`src/rtl/timer_pkg.sv`:
```
// Shared encodings for the multi-channel timer: modes, register offsets and channel FSM states.
package timer_pkg;

  localparam logic [1:0] MODE_ONESHOT = 2'b00;
  localparam logic [1:0] MODE_RELOAD  = 2'b01;
  localparam logic [1:0] MODE_SQUARE  = 2'b10;
  localparam logic [1:0] MODE_RSVD    = 2'b11;

  localparam logic [1:0] REG_CTRL   = 2'd0;
  localparam logic [1:0] REG_PRESET = 2'd1;
  localparam logic [1:0] REG_COUNT  = 2'd2;
  localparam logic [1:0] REG_STATUS = 2'd3;

  typedef enum logic [1:0] {
    IDLE     = 2'd0,
    LOAD     = 2'd1,
    COUNTING = 2'd2
  } state_t;

endpackage

```
`src/rtl/multi_timer_if.sv`:
```
// Device-bus port bundle between the bridge (master) and the timer block (slave).
interface multi_timer_if;
  logic [31:0] Addr;
  logic        WE;
  logic [31:0] DataIn;
  logic [31:0] DataOut;

  modport master (output Addr, output WE, output DataIn, input DataOut);
  modport slave  (input Addr, input WE, input DataIn, output DataOut);
endinterface

```
`src/rtl/timer_channel.sv`:
```
// One timer channel: CTRL/PRESET/COUNT/STATUS registers, mode FSM and square-wave output.
module timer_channel
  import timer_pkg::*;
#(
  parameter int unsigned WIDTH = 32
) (
  input  logic        clk,
  input  logic        reset,
  input  logic        tick,
  input  logic        we,
  input  logic [1:0]  reg_sel,
  input  logic [31:0] wdata,
  output logic [31:0] rdata_c,
  output logic        pending,
  output logic        im,
  output logic        tout
);

  state_t           state, state_nxt;
  logic             enable, enable_nxt;
  logic [1:0]       mode, mode_nxt;
  logic             im_nxt, pending_nxt, tout_nxt;
  logic [WIDTH-1:0] preset, preset_nxt;
  logic [WIDTH-1:0] count, count_nxt;
  logic             wr_ctrl, wr_preset, wr_status;
  logic             oneshot, term;
  logic             unused_wdata;

  assign wr_ctrl      = we && (reg_sel == REG_CTRL);
  assign wr_preset    = we && (reg_sel == REG_PRESET);
  assign wr_status    = we && (reg_sel == REG_STATUS);
  assign unused_wdata = ^wdata;

  // Reserved mode behaves as one-shot
  assign oneshot = (mode == MODE_ONESHOT) || (mode == MODE_RSVD);
  // A count of 0 or 1 ends the period on the next tick
  assign term    = (state == COUNTING) && enable && tick && (count <= WIDTH'(1));

  // A bus write to CTRL overrides the one-shot self-disable
  assign enable_nxt = wr_ctrl ? wdata[0] : ((term && oneshot) ? 1'b0 : enable);

  always_ff @(posedge clk or negedge reset) begin
    if (!reset) state <= IDLE;
    else        state <= state_nxt;
  end

  // IDLE looks at the post-write enable so the load lands one cycle after the CTRL write
  always_comb begin
    state_nxt = state;
    case (state)
      IDLE:     if (enable_nxt) state_nxt = LOAD;
      LOAD:     state_nxt = COUNTING;
      COUNTING: begin
        if (!enable)              state_nxt = IDLE;
        else if (term && oneshot) state_nxt = IDLE;
      end
      default:  state_nxt = IDLE;
    endcase
  end

  always_comb begin
    count_nxt   = count;
    tout_nxt    = tout;
    mode_nxt    = mode;
    im_nxt      = im;
    preset_nxt  = preset;
    pending_nxt = pending;

    if (state == LOAD) begin
      count_nxt = preset;
    end else if (state == COUNTING && enable && tick) begin
      if (!term)        count_nxt = count - WIDTH'(1);
      else if (oneshot) count_nxt = '0;
      else              count_nxt = preset;
      if (term && mode == MODE_SQUARE) tout_nxt = ~tout;
    end

    if (wr_ctrl) begin
      mode_nxt = wdata[2:1];
      im_nxt   = wdata[3];
    end
    if (wr_preset) preset_nxt = wdata[WIDTH-1:0];

    // Set beats a simultaneous write-1-to-clear
    if (term)                       pending_nxt = 1'b1;
    else if (wr_status && wdata[0]) pending_nxt = 1'b0;
  end

  always_ff @(posedge clk or negedge reset) begin
    if (!reset) begin
      enable  <= 1'b0;
      mode    <= MODE_ONESHOT;
      im      <= 1'b0;
      preset  <= '0;
      count   <= '0;
      pending <= 1'b0;
      tout    <= 1'b0;
    end else begin
      enable  <= enable_nxt;
      mode    <= mode_nxt;
      im      <= im_nxt;
      preset  <= preset_nxt;
      count   <= count_nxt;
      pending <= pending_nxt;
      tout    <= tout_nxt;
    end
  end

  always_comb begin
    rdata_c = '0;
    case (reg_sel)
      REG_CTRL:   rdata_c = {28'd0, im, mode, enable};
      REG_PRESET: rdata_c = 32'(preset);
      REG_COUNT:  rdata_c = 32'(count);
      REG_STATUS: rdata_c = {31'd0, pending};
      default:    rdata_c = '0;
    endcase
  end

endmodule

```
`src/rtl/multi_timer.sv`:
```
// N-channel programmable down-counter timer on the device bus with shared prescaler and combined IRQ.
module multi_timer
  import timer_pkg::*;
#(
  parameter int unsigned N_CH     = 2,
  parameter int unsigned WIDTH    = 32,
  parameter logic [31:0] BASE     = 32'h0000_7F00,
  parameter int unsigned PRESCALE = 1
) (
  input  logic            clk,
  input  logic            reset,
  multi_timer_if.slave    bus,
  output logic            IRQ,
  output logic [N_CH-1:0] IRQ_VEC,
  output logic [N_CH-1:0] TOUT
);

  localparam int unsigned CHW  = (N_CH > 1) ? $clog2(N_CH) : 1;
  localparam int unsigned PW   = (PRESCALE > 1) ? $clog2(PRESCALE) : 1;
  localparam logic [31:0] SPAN = 32'(16 * N_CH);

  logic [PW-1:0]  pre_cnt;
  logic           tick;
  logic [31:0]    offset;
  logic           hit;
  logic [CHW-1:0] ch_idx;
  logic [31:0]    rdata [N_CH];
  logic [N_CH-1:0] pending, im;

  assign offset = bus.Addr - BASE;
  assign hit    = (bus.Addr >= BASE) && (offset < SPAN);
  assign ch_idx = offset[4 +: CHW];

  // Free-running prescaler; with PRESCALE=1 the compare is always true
  assign tick = (pre_cnt == PW'(PRESCALE - 1));

  always_ff @(posedge clk or negedge reset) begin
    if (!reset)    pre_cnt <= '0;
    else if (tick) pre_cnt <= '0;
    else           pre_cnt <= pre_cnt + PW'(1);
  end

  for (genvar i = 0; i < N_CH; i++) begin : g_ch
    logic sel;
    assign sel = hit && (ch_idx == CHW'(i));

    timer_channel #(.WIDTH(WIDTH)) u_ch (
      .clk     (clk),
      .reset   (reset),
      .tick    (tick),
      .we      (bus.WE && sel),
      .reg_sel (bus.Addr[3:2]),
      .wdata   (bus.DataIn),
      .rdata_c (rdata[i]),
      .pending (pending[i]),
      .im      (im[i]),
      .tout    (TOUT[i])
    );
  end

  always_comb begin
    bus.DataOut = '0;
    for (int i = 0; i < N_CH; i++) begin
      if (hit && ch_idx == CHW'(i)) bus.DataOut = rdata[i];
    end
  end

  assign IRQ_VEC = pending & im;
  assign IRQ     = |IRQ_VEC;

endmodule

```
`src/flat_wrapper.sv`:
```
// flat-port wrapper written by rule: the top's interface ports become plain ports
module multi_timer_flat import timer_pkg::*;
#(
  parameter int unsigned N_CH     = 2,
  parameter int unsigned WIDTH    = 32,
  parameter logic [31:0] BASE     = 32'h0000_7F00,
  parameter int unsigned PRESCALE = 1
)
  (clk, reset, IRQ, IRQ_VEC, TOUT, bus_Addr, bus_WE, bus_DataIn, bus_DataOut);
  multi_timer_if bus_i ();
  input  logic clk;
  input  logic reset;
  output logic IRQ;
  output logic [N_CH-1:0] IRQ_VEC;
  output logic [N_CH-1:0] TOUT;
  input wire logic [$bits(bus_i.Addr)-1:0] bus_Addr;
  input wire logic [$bits(bus_i.WE)-1:0] bus_WE;
  input wire logic [$bits(bus_i.DataIn)-1:0] bus_DataIn;
  output wire logic [$bits(bus_i.DataOut)-1:0] bus_DataOut;
  assign bus_i.Addr = bus_Addr;
  assign bus_i.WE = bus_WE;
  assign bus_i.DataIn = bus_DataIn;
  assign bus_DataOut = bus_i.DataOut;
  multi_timer #(.N_CH(N_CH), .WIDTH(WIDTH), .BASE(BASE), .PRESCALE(PRESCALE)) u_core (.clk(clk), .reset(reset), .bus(bus_i), .IRQ(IRQ), .IRQ_VEC(IRQ_VEC), .TOUT(TOUT));
endmodule
```
`config.mk`:
```
export PLATFORM = sky130hd
export DESIGN_NAME = multi_timer_flat
export DESIGN_NICKNAME = d
export VERILOG_FILES = /design/src/rtl/timer_pkg.sv /design/src/rtl/multi_timer_if.sv /design/src/rtl/timer_channel.sv /design/src/rtl/multi_timer.sv /design/src/flat_wrapper.sv
export SDC_FILE = /design/constraint.sdc
export NUM_CORES = 1
export LEC_CHECK = 0
export CORE_ASPECT_RATIO = 1.5
export CORE_UTILIZATION = 50
export DETAILED_ROUTE_END_ITERATION = 7
export PLACE_DENSITY = 0.79
export SLEW_MARGIN = 20
export SYNTH_ARGS = -nofsm -noshare
export SYNTH_HDL_FRONTEND = slang
export SYNTH_SLANG_ARGS = --single-unit
export TNS_END_PERCENT = 100
```
`constraint.sdc`:
```
create_clock -name clk -period 3.1 [get_ports clk]
set_input_delay 0.465 -clock clk [delete_from_list [all_inputs] [get_ports clk]]
set_output_delay 0.465 -clock clk [all_outputs]
set_load 0.005 [all_outputs]
```
==> reports/qor.txt <==
num rows -> 57
DP Worst Slack -> -0.371 ns
post-synthesis xor/xnor area fraction -> 1.88%
FFs w/ async S/R, synth -> 100%
Crit. End Element -> primary output
Post-Synth Simple-Gate Area -> 17.2%
total negative slack -> 0 ns
# port buffers -> 101
final instance area -> 0.0107 sq mm
final wirelength -> 27300 microns
total gr overflow -> 0
Slowest-stage cell, CP -> or4_4
max-cap violation count -> 0
Largest stage delay, worst path -> 0.60 ns
synthesis-to-finish area growth -> 26.9%
Core Footprint -> 0.0163 sq mm
largest family of logic cells by synthesized area -> compound AO/OA/AOI/OAI gates
CP top delay family -> simple AND/OR/NAND/NOR gates
Bufs on Longest Clock Path -> 2
layout cells sized above 1 -> 21.9%
Top FF cell, synth -> dfrtp_1
Root Buffer -> clkbuf_16
post-synthesis sequential area ratio -> 42.9%
Rel. slew slack -> 39.1%
CP Depth -> 7
period utilisation layout -> 96.7%
worst-margin pin slew -> 0.911 ns
syn nets -> 919
CTS Buf Count -> 17
Netlist Area Pre-Place -> 0.00840 sq mm
NumNets Final -> 1029
DRC Markers -> 0
Die Ht -> 161 microns
Tmin final -> 3.00 ns
critical path required time -> 2.63 ns
PnR worst setup slack -> 0.101 ns
r2r worst-path depth -> 6
Inserted Diodes -> 0
largest net degree at the start of global routing -> 72
vias per cell -> 6.82
placed cell count -> 1138
Sink Count -> 144
initial antenna violation count -> 0
WP data arrival -> 2.53 ns
post-synthesis adder-cell area fraction -> 0.894%
synth warn -> 0
Reg-to-Reg End -> u_core.g_ch[1].u_ch.count[0]
Bufs and invs on worst path -> 3
wire length of the first global-routing pass -> 42900 microns
Die Area -> 0.0173 sq mm
fin cells -> 1174
Die W -> 108 microns
PwrDens -> 424 mW/mm^2
worst r2r src -> u_core.g_ch[1].u_ch.count[4]
number of synthesized register bits -> 144
DPL Wire Length -> 19000 microns
CP startpoint kind -> input pin
Post-synth EDFFs -> 0
Iter 0 DRT Violations -> 832
status -> finished clean
Mapped Cells -> 846
io pins -> 104
RSZ-0062 raised after global routing -> no
Tot GR Track Use -> 32.5%
initial core utilization -> 51.4%
mux cell area share after synthesis -> 10.3%
Worst Skew -> 0.00504 ns
Synth cell types -> 70
Mapped Avg Cell Area -> 9.93 sq um
Wirelength per Cell -> 23.2 microns
GPL Wtd Cong -> 0.955
Hold Crit Class -> input pin to asynchronous set/reset pin
H-tree depth -> 4
placed cell area -> 0.00989 sq mm
P_leak -> 0.00493 uW
max frequency -> 333 MHz
crit-path cells -> clkdlybuf4s50_1 > nor4_2 > nand3_1 > or4_4 > buf_12 > a211oi_1 > dlygate4sd1_1
vias -> 8007
Setup CP Type -> input pin to primary output
Worst-Skew Late Latency -> 0.43 ns
compound-gate portion of the synthesized area -> 23.0%
critical path peak fanout -> 17
fin. max-slew vios -> 0
Max IR drop VDD -> 0.000374 V
CTS tree -> done
clk slew on worst S/H paths -> 0.06 ns
R2R Setup Slk -> 0.31 ns
Hold Buf Count CTS -> 0
antenna-violating nets left -> 0
Pre-Repair DR Iteration Count -> 5
final hold violations -> 0
number of global-route vias before repair -> 7959
Setup-failing EPs final -> 0
stage by stage:
step	hold slack, ns	total power (uW)	util [%]
after detailed placement	0.471	2170	60.6
after floorplan	0.169	1980	-
after global routing	0.103	4640	65.3
after global placement	0.459	2170	60.6
after CTS	0.0723	4540	65.1
final	0.0589	4520	65.3
Yosys cell counts, types with 25 or more instances:
library cell | n | area [sq um]
a211oi_1 | 37 | 278
nor2_1 | 48 | 180
clkbuf_1 | 45 | 169
mux2_2 | 63 | 709
a21oi_1 | 25 | 125
nor4_1 | 28 | 175
o21ai_0 | 54 | 270
a221oi_1 | 29 | 254
a22oi_1 | 45 | 338
nand2_1 | 65 | 244
dfrtp_1 | 144 | 3600
repair_timing:
item / CTS / global route
setup buffers: 3 / 1
pin swaps: 2 / 4
cloned: 1 / 0
endpoints found under the setup margin: 32 / 19
gates resized for setup: 74 / 30
how the worst max path moves through the flow:
stage | start | end | slack [ns]
floorplan | bus_Addr[16] | u_core.g_ch[1].u_ch.preset[10] | 0.47
global placement | bus_Addr[16] | bus_DataOut[17] | -0.33
detailed placement | bus_Addr[16] | bus_DataOut[17] | -0.37
CTS | bus_Addr[6] | bus_DataOut[30] | -0.05
global route | bus_Addr[22] | bus_DataOut[9] | 0.03
finish | bus_Addr[22] | bus_DataOut[9] | 0.10
state kept, by name (all words and copies together) (netlist names):
register                  cells
u_core.g_ch.u_ch.count       64
u_core.g_ch.u_ch.enable       2
u_core.g_ch.u_ch.im           2
u_core.g_ch.u_ch.mode         4
u_core.g_ch.u_ch.pending      2
u_core.g_ch.u_ch.preset      64
u_core.g_ch.u_ch.state        4
u_core.g_ch.u_ch.tout         2
cells in the final DEF, fill, tap and decap left out, drive strengths merged, types with 29 or more instances in the layout:
cell / synthesis / final
o21ai: 56 / 56
nand2: 66 / 66
buf: 21 / 70
dfrtp: 144 / 144
clkdlybuf4s50: 0 / 63
a22oi: 45 / 45
nor4: 32 / 32
mux2: 67 / 67
a221oi: 29 / 29
a211oi: 37 / 37
nor2: 49 / 49
power breakdown:
group / switching (uW) / internal [uW]
combinational: 145 / 120
clock: 787 / 1590
sequential: 0.000115 / 1880
final cells by class:
| type | count | area [sq um] |
|---|---|---|
| fill | 1281 | 5670 |
| multi-input combinational | 628 | 4590 |
| sequential | 144 | 3600 |
| timing repair buffer | 157 | 1490 |
| clock buffer | 21 | 480 |
| tap | 206 | 258 |
| clock inverter | 10 | 205 |
| inverter | 8 | 30.0 |
cells by family after synthesis:
logic type / count (synthesis)
compound gates: 265
simple gates: 263
flops: 144
mux: 76
buf+inv: 74
xor+xnor: 18
fa+ha+maj: 6
per-layer routing:
metal,GRT usage (%),wire length (microns)
met3,6.57,2000
met5,0,0
met4,17.6,1460
met1,39.8,10300
met2,53.1,13600
No activity file was read; power rests on OpenSTA's default activity.
